$ cat src/rtl/rf_hazard_pkg.sv
// rtl/rf_hazard_pkg.sv - shared opcodes, instruction classes and tracking entry type for the RF hazard unit
package rf_hazard_pkg;

    // Register fields in the 8-bit instruction word are two bits wide
    localparam int REG_W = 2;
    localparam logic [REG_W-1:0] K1_REG = 2'd1;

    localparam logic [3:0] OP_LOAD  = 4'b0000;
    localparam logic [3:0] OP_STOP  = 4'b0001;
    localparam logic [3:0] OP_STORE = 4'b0010;
    localparam logic [3:0] OP_ADD   = 4'b0100;
    localparam logic [3:0] OP_BZ    = 4'b0101;
    localparam logic [3:0] OP_SUB   = 4'b0110;
    localparam logic [3:0] OP_NAND  = 4'b1000;
    localparam logic [3:0] OP_BNZ   = 4'b1001;
    localparam logic [3:0] OP_NOP   = 4'b1010;
    localparam logic [3:0] OP_BPZ   = 4'b1101;
    localparam logic [2:0] OP_SHIFT_LO = 3'b011;
    localparam logic [2:0] OP_ORI_LO   = 3'b111;

    typedef enum logic [2:0] {
        CLS_ALU,
        CLS_SHIFT,
        CLS_ORI,
        CLS_LOAD,
        CLS_STORE,
        CLS_BRANCH,
        CLS_NOP,
        CLS_STOP
    } instr_cls_t;

    // One in-flight destination slot: stage k of the tracking pipeline
    typedef struct packed {
        logic             valid;
        logic [REG_W-1:0] dest;
        logic             is_load;
    } trk_entry_t;

endpackage

$ cat src/rtl/rf_instr_decode.sv
// rtl/rf_instr_decode.sv - combinational decode of the RF-stage instruction into operand/write info
module rf_instr_decode
    import rf_hazard_pkg::*;
(
    input  logic [7:0]       rf_instr,
    output instr_cls_t       cls,
    output logic             rd_r1,
    output logic             rd_r2,
    output logic [REG_W-1:0] src1,
    output logic [REG_W-1:0] src2,
    output logic [REG_W-1:0] dest,
    output logic             writes,
    output logic             is_load,
    output logic             sets_flags
);

    logic [3:0] op;
    assign op = rf_instr[3:0];

    // Classify the opcode; unlisted encodings behave as NOP
    always_comb begin
        cls = CLS_NOP;
        if (op == OP_ADD || op == OP_SUB || op == OP_NAND) begin
            cls = CLS_ALU;
        end else if (op[2:0] == OP_SHIFT_LO) begin
            cls = CLS_SHIFT;
        end else if (op[2:0] == OP_ORI_LO) begin
            cls = CLS_ORI;
        end else if (op == OP_LOAD) begin
            cls = CLS_LOAD;
        end else if (op == OP_STORE) begin
            cls = CLS_STORE;
        end else if (op == OP_BPZ || op == OP_BZ || op == OP_BNZ) begin
            cls = CLS_BRANCH;
        end else if (op == OP_STOP) begin
            cls = CLS_STOP;
        end
    end

    // Operand usage and destination derived from the class; ORI implicitly uses k1
    always_comb begin
        rd_r1      = (cls == CLS_ALU) || (cls == CLS_SHIFT) || (cls == CLS_ORI) || (cls == CLS_STORE);
        rd_r2      = (cls == CLS_ALU) || (cls == CLS_LOAD) || (cls == CLS_STORE);
        writes     = (cls == CLS_ALU) || (cls == CLS_SHIFT) || (cls == CLS_ORI) || (cls == CLS_LOAD);
        is_load    = (cls == CLS_LOAD);
        sets_flags = (cls == CLS_ALU) || (cls == CLS_SHIFT) || (cls == CLS_ORI);
        src1       = (cls == CLS_ORI) ? K1_REG : rf_instr[7:6];
        src2       = rf_instr[5:4];
        dest       = (cls == CLS_ORI) ? K1_REG : rf_instr[7:6];
    end

endmodule

$ cat src/rtl/rf_hazard_unit.sv
// rtl/rf_hazard_unit.sv - RF-stage forwarding select and stall control over a tracked destination pipeline
module rf_hazard_unit
    import rf_hazard_pkg::*;
#(
    parameter  int REG_AW     = 2,
    parameter  int DEPTH      = 3,
    parameter  int ALU_AVAIL  = 2,
    parameter  int LOAD_AVAIL = 3,
    localparam int SEL_W      = $clog2(DEPTH + 1)
) (
    input  logic             clock,
    input  logic             reset,
    input  logic [7:0]       rf_instr,
    input  logic             rf_valid,
    input  logic             flush,
    output logic             issue,
    output logic             ir_load,
    output logic             stall,
    output logic [SEL_W-1:0] r1_fwd_sel,
    output logic [SEL_W-1:0] r2_fwd_sel,
    output logic             r1_sel,
    output logic             flag_write,
    output logic             halted
);

    instr_cls_t        cls;
    logic              rd_r1, rd_r2, writes, is_load, sets_flags;
    logic [REG_W-1:0]  dec_src1, dec_src2, dec_dest;
    logic [REG_AW-1:0] src1, src2;

    trk_entry_t trk_q [1:DEPTH];
    trk_entry_t trk_d [1:DEPTH];
    logic       halted_q, halted_d;

    logic hit1, hit2, ld1, ld2, haz1, haz2, active;
    int   k1, k2;

    rf_instr_decode u_decode (
        .rf_instr   (rf_instr),
        .cls        (cls),
        .rd_r1      (rd_r1),
        .rd_r2      (rd_r2),
        .src1       (dec_src1),
        .src2       (dec_src2),
        .dest       (dec_dest),
        .writes     (writes),
        .is_load    (is_load),
        .sets_flags (sets_flags)
    );

    assign src1 = dec_src1;
    assign src2 = dec_src2;

    // Youngest matching producer per operand: scan oldest to youngest so the smallest stage wins
    always_comb begin
        hit1 = 1'b0;
        hit2 = 1'b0;
        ld1  = 1'b0;
        ld2  = 1'b0;
        k1   = 0;
        k2   = 0;
        for (int k = DEPTH; k >= 1; k--) begin
            if (trk_q[k].valid && trk_q[k].dest == src1) begin
                hit1 = 1'b1;
                ld1  = trk_q[k].is_load;
                k1   = k;
            end
            if (trk_q[k].valid && trk_q[k].dest == src2) begin
                hit2 = 1'b1;
                ld2  = trk_q[k].is_load;
                k2   = k;
            end
        end
    end

    // Hazard, stall/issue and forward selects; reset forces every output to its idle value
    always_comb begin
        haz1       = rd_r1 && hit1 && (k1 < (ld1 ? LOAD_AVAIL : ALU_AVAIL));
        haz2       = rd_r2 && hit2 && (k2 < (ld2 ? LOAD_AVAIL : ALU_AVAIL));
        active     = rf_valid && !flush && !halted_q && !reset;
        stall      = active && (haz1 || haz2);
        issue      = active && !stall;
        ir_load    = !stall;
        r1_fwd_sel = (!reset && rd_r1 && hit1 && !haz1) ? SEL_W'(k1) : '0;
        r2_fwd_sel = (!reset && rd_r2 && hit2 && !haz2) ? SEL_W'(k2) : '0;
        r1_sel     = !reset && (cls == CLS_ORI);
        flag_write = issue && sets_flags;
        halted     = halted_q;
    end

    // Next tracking state: shift every cycle, stage 1 takes the issuing writer or a bubble
    always_comb begin
        trk_d[1] = '0;
        if (issue && writes) begin
            trk_d[1].valid   = 1'b1;
            trk_d[1].dest    = dec_dest;
            trk_d[1].is_load = is_load;
        end
        for (int k = 2; k <= DEPTH; k++) begin
            trk_d[k] = trk_q[k-1];
        end
        halted_d = halted_q || (issue && (cls == CLS_STOP));
    end

    // Tracking pipeline and sticky halt register
    always_ff @(posedge clock) begin
        if (reset) begin
            for (int k = 1; k <= DEPTH; k++) begin
                trk_q[k] <= '0;
            end
            halted_q <= 1'b0;
        end else begin
            for (int k = 1; k <= DEPTH; k++) begin
                trk_q[k] <= trk_d[k];
            end
            halted_q <= halted_d;
        end
    end

endmodule

$ cat config.mk
export PLATFORM = sky130hd
export DESIGN_NAME = rf_hazard_unit
export DESIGN_NICKNAME = d
export VERILOG_FILES = /design/src/rtl/rf_hazard_pkg.sv /design/src/rtl/rf_instr_decode.sv /design/src/rtl/rf_hazard_unit.sv
export SDC_FILE = /design/constraint.sdc
export NUM_CORES = 1
export LEC_CHECK = 0
export CAP_MARGIN = 20
export CORE_MARGIN = 4
export CORE_UTILIZATION = 50
export DETAILED_ROUTE_END_ITERATION = 8
export GPL_ROUTABILITY_DRIVEN = 0
export PLACE_DENSITY_LB_ADDON = 0.05
export SKIP_CTS_REPAIR_TIMING = 1
export SLEW_MARGIN = 20
export SYNTH_ARGS = -nofsm -noshare
export SYNTH_HDL_FRONTEND = slang
export SYNTH_SLANG_ARGS = --single-unit
$ cat constraint.sdc
create_clock -name clock -period 4.1 [get_ports clock]
set_input_delay 0.615 -clock clock [delete_from_list [all_inputs] [get_ports clock]]
set_output_delay 0.615 -clock clock [all_outputs]
set_load 0.02 [all_outputs]
# Yosys cells after proc, flatten, opt, wreduce, memory -nomap -nowiden
# Memory sizes are Yosys's and may differ from the RTL's.
# Cells that the tools add are included.
# word_totals
ff_bits,1
mem_bits_rw,12
wordCells,110
input_bits,12
n_memories,1
# classes
mux,37
bitwise,3
order_cmp,2
n_reduce_logical,45
eq_ne,21
# memory_table
name,depth,word_bits,read_ports,rd_clocked_by_memory_dff,write_ports,line,source
trk_q,3,4,3,0,3,rf_hazard_unit.sv:31,trk_entry_t trk_q [1:DEPTH];
# ops
cell,count
$mux W32,4
$lt A32 B3 Y1,2
$logic_and A1 B1 Y1,25
$mux W1,18
$mux W3,6
$mux W4,4
$eq A2 B2 Y1,6
$eq A4 B3 Y1 const B,3
$eq A4 B4 Y1 const B,3
$logic_or A1 B1 Y1,12
$mux W2,5
$eq A3 B2 Y1 const B,3
$eq A3 B3 Y1 const B,3
$logic_not A1 Y1,6
$eq A4 B1 Y1 const B,1
$eq A4 B2 Y1 const B,1
$logic_not A4 Y1,1
$eq A3 B1 Y1 const B,1
$logic_not A3 Y1,1
$or A1 B1 Y1,3

# Depth between registers and ports, before layout
# depth
word_depth,26
depth_mapped,6
mapped_depth_nobuf,5

# Modules after synthesis
# From an unflattened synthesis, not the netlist that was laid out.
# unflattened
hier_cells,93
area_unflattened_um2,843.3
# modules_own_cells
module,seq_area_each_um2,n_inst,area_each_um2,cells_per_inst
rf_hazard_unit,240.2,1,619.3,62
rf_instr_decode,0.0,1,224.0,31

# Worst setup path before layout
# Ideal clock, no wire load.
# synth_path
path_kind,in2out
from,in rf_instr[2]
to,out flag_write
t_arrival_ns,1.864
path_stages,6
slack_ns,1.621
required_time_ns,3.485
path_cell_list,buf_6 o21ba_2 o22ai_1 or2_1 o221ai_4 nor2_1
# synth_via
elab_chain_len,24
word_cells_on_any_way,59
# synth_lines
item,line,source
"start, declared",rf_hazard_unit.sv:13,"input logic [7:0] rf_instr,"
$eq A4 B4 Y1 or $eq A4 B3 Y1 (tied branches),rf_instr_decode.sv:33,end else if (op == OP_BPZ || op == OP_BZ || op == OP_BNZ) begin
$logic_or A1 B1 Y1 (2 in series),rf_instr_decode.sv:33,
$mux W3,rf_instr_decode.sv:33,
$mux W3,rf_instr_decode.sv:31,end else if (op == OP_STORE) begin
$mux W3,rf_instr_decode.sv:29,end else if (op == OP_LOAD) begin
$mux W3,rf_instr_decode.sv:27,end else if (op[2:0] == OP_ORI_LO) begin
$mux W3,rf_instr_decode.sv:25,end else if (op[2:0] == OP_SHIFT_LO) begin
$mux W3 *,rf_instr_decode.sv:23,if (op == OP_ADD || op == OP_SUB || op == OP_NAND) begin
[7 not listed],-,
$mux W1,rf_hazard_unit.sv:78,haz1 = rd_r1 && hit1 && (k1 < (ld1 ? LOAD_AVAIL : ALU_AVAIL));
$lt A32 B3 Y1,rf_hazard_unit.sv:78,
$logic_and A1 B1 Y1,rf_hazard_unit.sv:78,
$logic_or A1 B1 Y1,rf_hazard_unit.sv:81,stall = active && (haz1 || haz2);
$logic_and A1 B1 Y1,rf_hazard_unit.sv:81,
$logic_not A1 Y1,rf_hazard_unit.sv:82,issue = active && !stall;
$logic_and A1 B1 Y1,rf_hazard_unit.sv:82,
$logic_and A1 B1 Y1 *,rf_hazard_unit.sv:87,flag_write = issue && sets_flags;
"end, declared",rf_hazard_unit.sv:22,"output logic flag_write,"
# Mark *: on every way between the ends. The rest lies on a longest branch, timed or not.

# Final worst setup path
# layout_path
from,in rf_instr[0]
to,out stall
# layout_via
elab_chain_len,21
word_cells_on_any_way,56
# layout_lines
item,line,source
$eq A4 B4 Y1 or $eq A4 B3 Y1 (tied branches),rf_instr_decode.sv:33,
$logic_or A1 B1 Y1 (2 in series),rf_instr_decode.sv:33,
$mux W3,rf_instr_decode.sv:33,
$mux W3,rf_instr_decode.sv:31,
$mux W3,rf_instr_decode.sv:29,
$mux W3,rf_instr_decode.sv:27,
$mux W3,rf_instr_decode.sv:25,
$mux W3 *,rf_instr_decode.sv:23,
[2 not listed],-,
$eq A2 B2 Y1,rf_hazard_unit.sv:63,if (trk_q[k].valid && trk_q[k].dest == src1) begin
$logic_and A1 B1 Y1,rf_hazard_unit.sv:63,
$mux W1 (3 in series),rf_hazard_unit.sv:63,
$mux W1,rf_hazard_unit.sv:78,
$lt A32 B3 Y1,rf_hazard_unit.sv:78,
$logic_and A1 B1 Y1,rf_hazard_unit.sv:78,
$logic_or A1 B1 Y1 *,rf_hazard_unit.sv:81,
$logic_and A1 B1 Y1 *,rf_hazard_unit.sv:81,
"end, declared",rf_hazard_unit.sv:18,"output logic stall,"
# Marks and branches as above.

==> flow_metrics.py <==
metrics = {
    "sta": {
        "worst_pin_slew_ns": 0.408,
        "post-route-period-util_pct": 89.6,
        "tns_ns": 0,
        "period_minus_slack_ns": 3.67,
        "final.setup_skew_ns": 0.00334,
        "fin_ws_ns": 0.428,
        "slew_viol_final": 0,
        "rsz0062_at_grt": "no",
        "max_freq_mhz": 272,
        "hold_viol": 0,
        "max_slew_margin_pct": 72.7,
        "setup_viol": 0,
    },
    "final_layout": {
        "n_antenna_cell": 0,
        "design_area_um2": 1050,
        "final_core_util_pct": 69.5,
        "final_nets": 132,
        "drive_gt1_share_pct": 13.6,
        "syn2layout_area_growth_pct": 30.4,
    },
    "synth": {
        "synth_fp_nets": 108,
        "synth_warnings": 0,
        "syn_avg_cell_area_um2": 8.37,
        "synthCells": 96,
        "yosys.cell_types.count": 37,
        "ys_seq_area_share_pct": 29.9,
        "ys.flop_type": "dfxtp_1",
        "syn_area_um2": 803,
        "synth_seq_cells": 12,
        "synthArstFlopShare_pct": 0,
        "synth-edff-count": 0,
    },
    "global_routing": {
        "grt_overflow": 0,
        "grt_pass1_vias": 644,
        "grt_use_total_pct": 16.1,
        "antenna_found_initial": 0,
        "grt_pass1_wl_mm": 2.68,
        "grt_max_degree": 14,
    },
    "worst_setup_path": {
        "r2r_end": "trk_q[0][6]$_SDFF_PP0_",
        "worstPathArrival_ns": 3.06,
        "rrSetupSlack_ns": 2.86,
        "worstPathRequired_ns": 3.48,
        "critPathCaptureType": "output pin",
        "worstSetupStartpointType": "input port",
        "r2r.worst_path.cells": 4,
        "worstSetupPathType": "input port to output pin",
        "r2r_start": "trk_q[0][5]$_SDFF_PP0_",
        "path_max_fanout": 13,
    },
    "power": {
        "pwr_density_cell_nw_per_um2": 224,
        "total_power_w": 0.000235,
        "peakVddDrop_mv": 0.168,
        "power_leakage_nw": 0.369,
    },
    "hold_path": {
        "min_from": "trk_q[0][4]$_SDFF_PP0_",
        "hold_path_end": "trk_q[0][8]$_SDFF_PP0_",
        "min_path_cells": 1,
        "hold_path.class": "register to register",
    },
    "clock_tree": {
        "tritoncts": "built",
        "clkLatencyLatePin_ns": 0.26,
        "cts_buffer_depth": 2,
        "clkSlewWorstSetupHoldPaths_ns": 0.07,
        "cts_made_buffers": 3,
        "cts.root.buffer_cell": "clkbuf_4",
        "h-tree-depth": 1,
        "numClockSinks": 12,
    },
    "placement": {
        "placed_area_um2": 1020,
        "place_hpwl_mm": 1.34,
        "io_buffers": 21,
        "place_ws_ns": 0.418,
    },
    "detailed_routing": {
        "avgRoutedWirePerCell_um": 12.2,
        "dr_wl_met2_um": 761,
        "drc": 0,
        "drt-met1-wl_um": 768,
        "vias_per_cell": 5.49,
        "top_layer_used": "met4",
        "met3WireLength_um": 86,
        "drtIter0Drc": 16,
        "ant_nets": 0,
        "drtPass1Iterations": 4,
        "wirelength_mm": 1.63,
        "dr_total_vias": 736,
    },
    "die": {
        "dieArea_um2": 2310,
        "start_util_pct": 53.3,
        "rows": 14,
        "die_x_um": 48.1,
        "chipHeight_um": 48.1,
        "core-area_um2": 1510,
        "io_pins": 22,
    },
    "status": {
        "status": "completed",
    },
    "run": {
        "cap_violations": 0,
    },
}
==> critical path, stage by stage <==
cell,delay [ns]
clkdlybuf4s50_1,0.61
o21ba_2,0.34
o22ai_1,0.13
or2_1,0.29
o221ai_4,0.30
and2_1,0.17
clkdlybuf4s50_1,0.60
==> where the power goes <==
group          internal (W)  leakage [nW]  switching (W)
registers          0.000118        0.0969     0.00000122
logic             0.0000237         0.259      0.0000247
clock network     0.0000339        0.0138      0.0000331
==> synthesized netlist by cell type, types with 2 or more instances <==
library cell | count | area share, %
o211ai_1 | 2 | 1.9
o211ai_2 | 2 | 3.1
nor2_1 | 12 | 5.6
xnor2_1 | 6 | 6.5
xor2_1 | 3 | 3.3
or2_1 | 2 | 1.6
o22ai_1 | 2 | 1.6
a21oi_1 | 5 | 3.1
and3_1 | 2 | 1.6
dfxtp_1 | 12 | 30
nand4_1 | 2 | 1.6
nand2_1 | 7 | 3.3
inv_1 | 2 | 0.93
o21ai_0 | 4 | 2.5
nand3_1 | 3 | 1.9
nor2b_1 | 8 | 6.2
nor3b_1 | 2 | 1.9
==> through the flow <==
step / instances / hold slack, ns
finish: 134 / 0.443
detailed placement: 131 / 0.426
global route: 134 / 0.466
floorplan: 96 / 0.414
global placement: 131 / 0.431
CTS: 134 / 0.443
==> cell type report <==
cell class | count | area (um2)
timing repair buffer | 23 | 225
clock buffer | 3 | 22.5
multi-input combinational | 78 | 532
sequential | 12 | 240
tap | 16 | 20.0
inverter | 2 | 7.51
fill | 138 | 459
==> cell families (layout without fill, tap and decap cells) <==
kind of cell    Yosys count  in the layout  synth area share (%)
buf+inv                   6             28                  3.89
flops                    12             12                  29.9
xor+xnor                  9              9                  9.81
simple gates             47             47                  33.5
compound gates           22             22                  22.9
==> worst max path at each step <==
stage / to / cells past startpoint / startpoint
floorplan: flag_write / 6 / rf_instr[2]
CTS: stall / 7 / rf_instr[0]
detailed placement: stall / 7 / rf_instr[0]
finish: stall / 7 / rf_instr[0]
global route: flag_write / 7 / rf_instr[0]
global placement: stall / 7 / rf_instr[0]
==> placed cells by master (no fill, tap or decap), types with 2 or more instances in the layout <==
| master | netlist | routed |
|---|---|---|
| clkbuf_4 | 0 | 3 |
| nor2_1 | 12 | 12 |
| nand2_1 | 7 | 7 |
| nand3_1 | 3 | 3 |
| or2_1 | 2 | 2 |
| o211ai_2 | 2 | 2 |
| and3_1 | 2 | 2 |
| o21ai_0 | 4 | 4 |
| nand4_1 | 2 | 2 |
| a21oi_1 | 5 | 5 |
| clkdlybuf4s50_1 | 0 | 21 |
| nor2b_1 | 8 | 8 |
| xor2_1 | 3 | 3 |
| xnor2_1 | 6 | 6 |
| o22ai_1 | 2 | 2 |
| nor3b_1 | 2 | 2 |
| o211ai_1 | 2 | 2 |
| dfxtp_1 | 12 | 12 |
| inv_1 | 2 | 2 |
| buf_4 | 0 | 2 |
==> registers in the layout, indices dropped and copies added (netlist names) <==
name    cells
halted      1
trk_q      11
==> metal layers <==
| layer | up-vias | track usage [%] |
|---|---|---|
| li1 | 389 | - |
| met1 | 323 | 21.6 |
| met2 | 22 | 26.6 |
| met3 | 2 | 1.13 |
| met4 | 0 | 6.45 |
| met5 | - | 0 |
No activity file was read; power rests on OpenSTA's default activity.
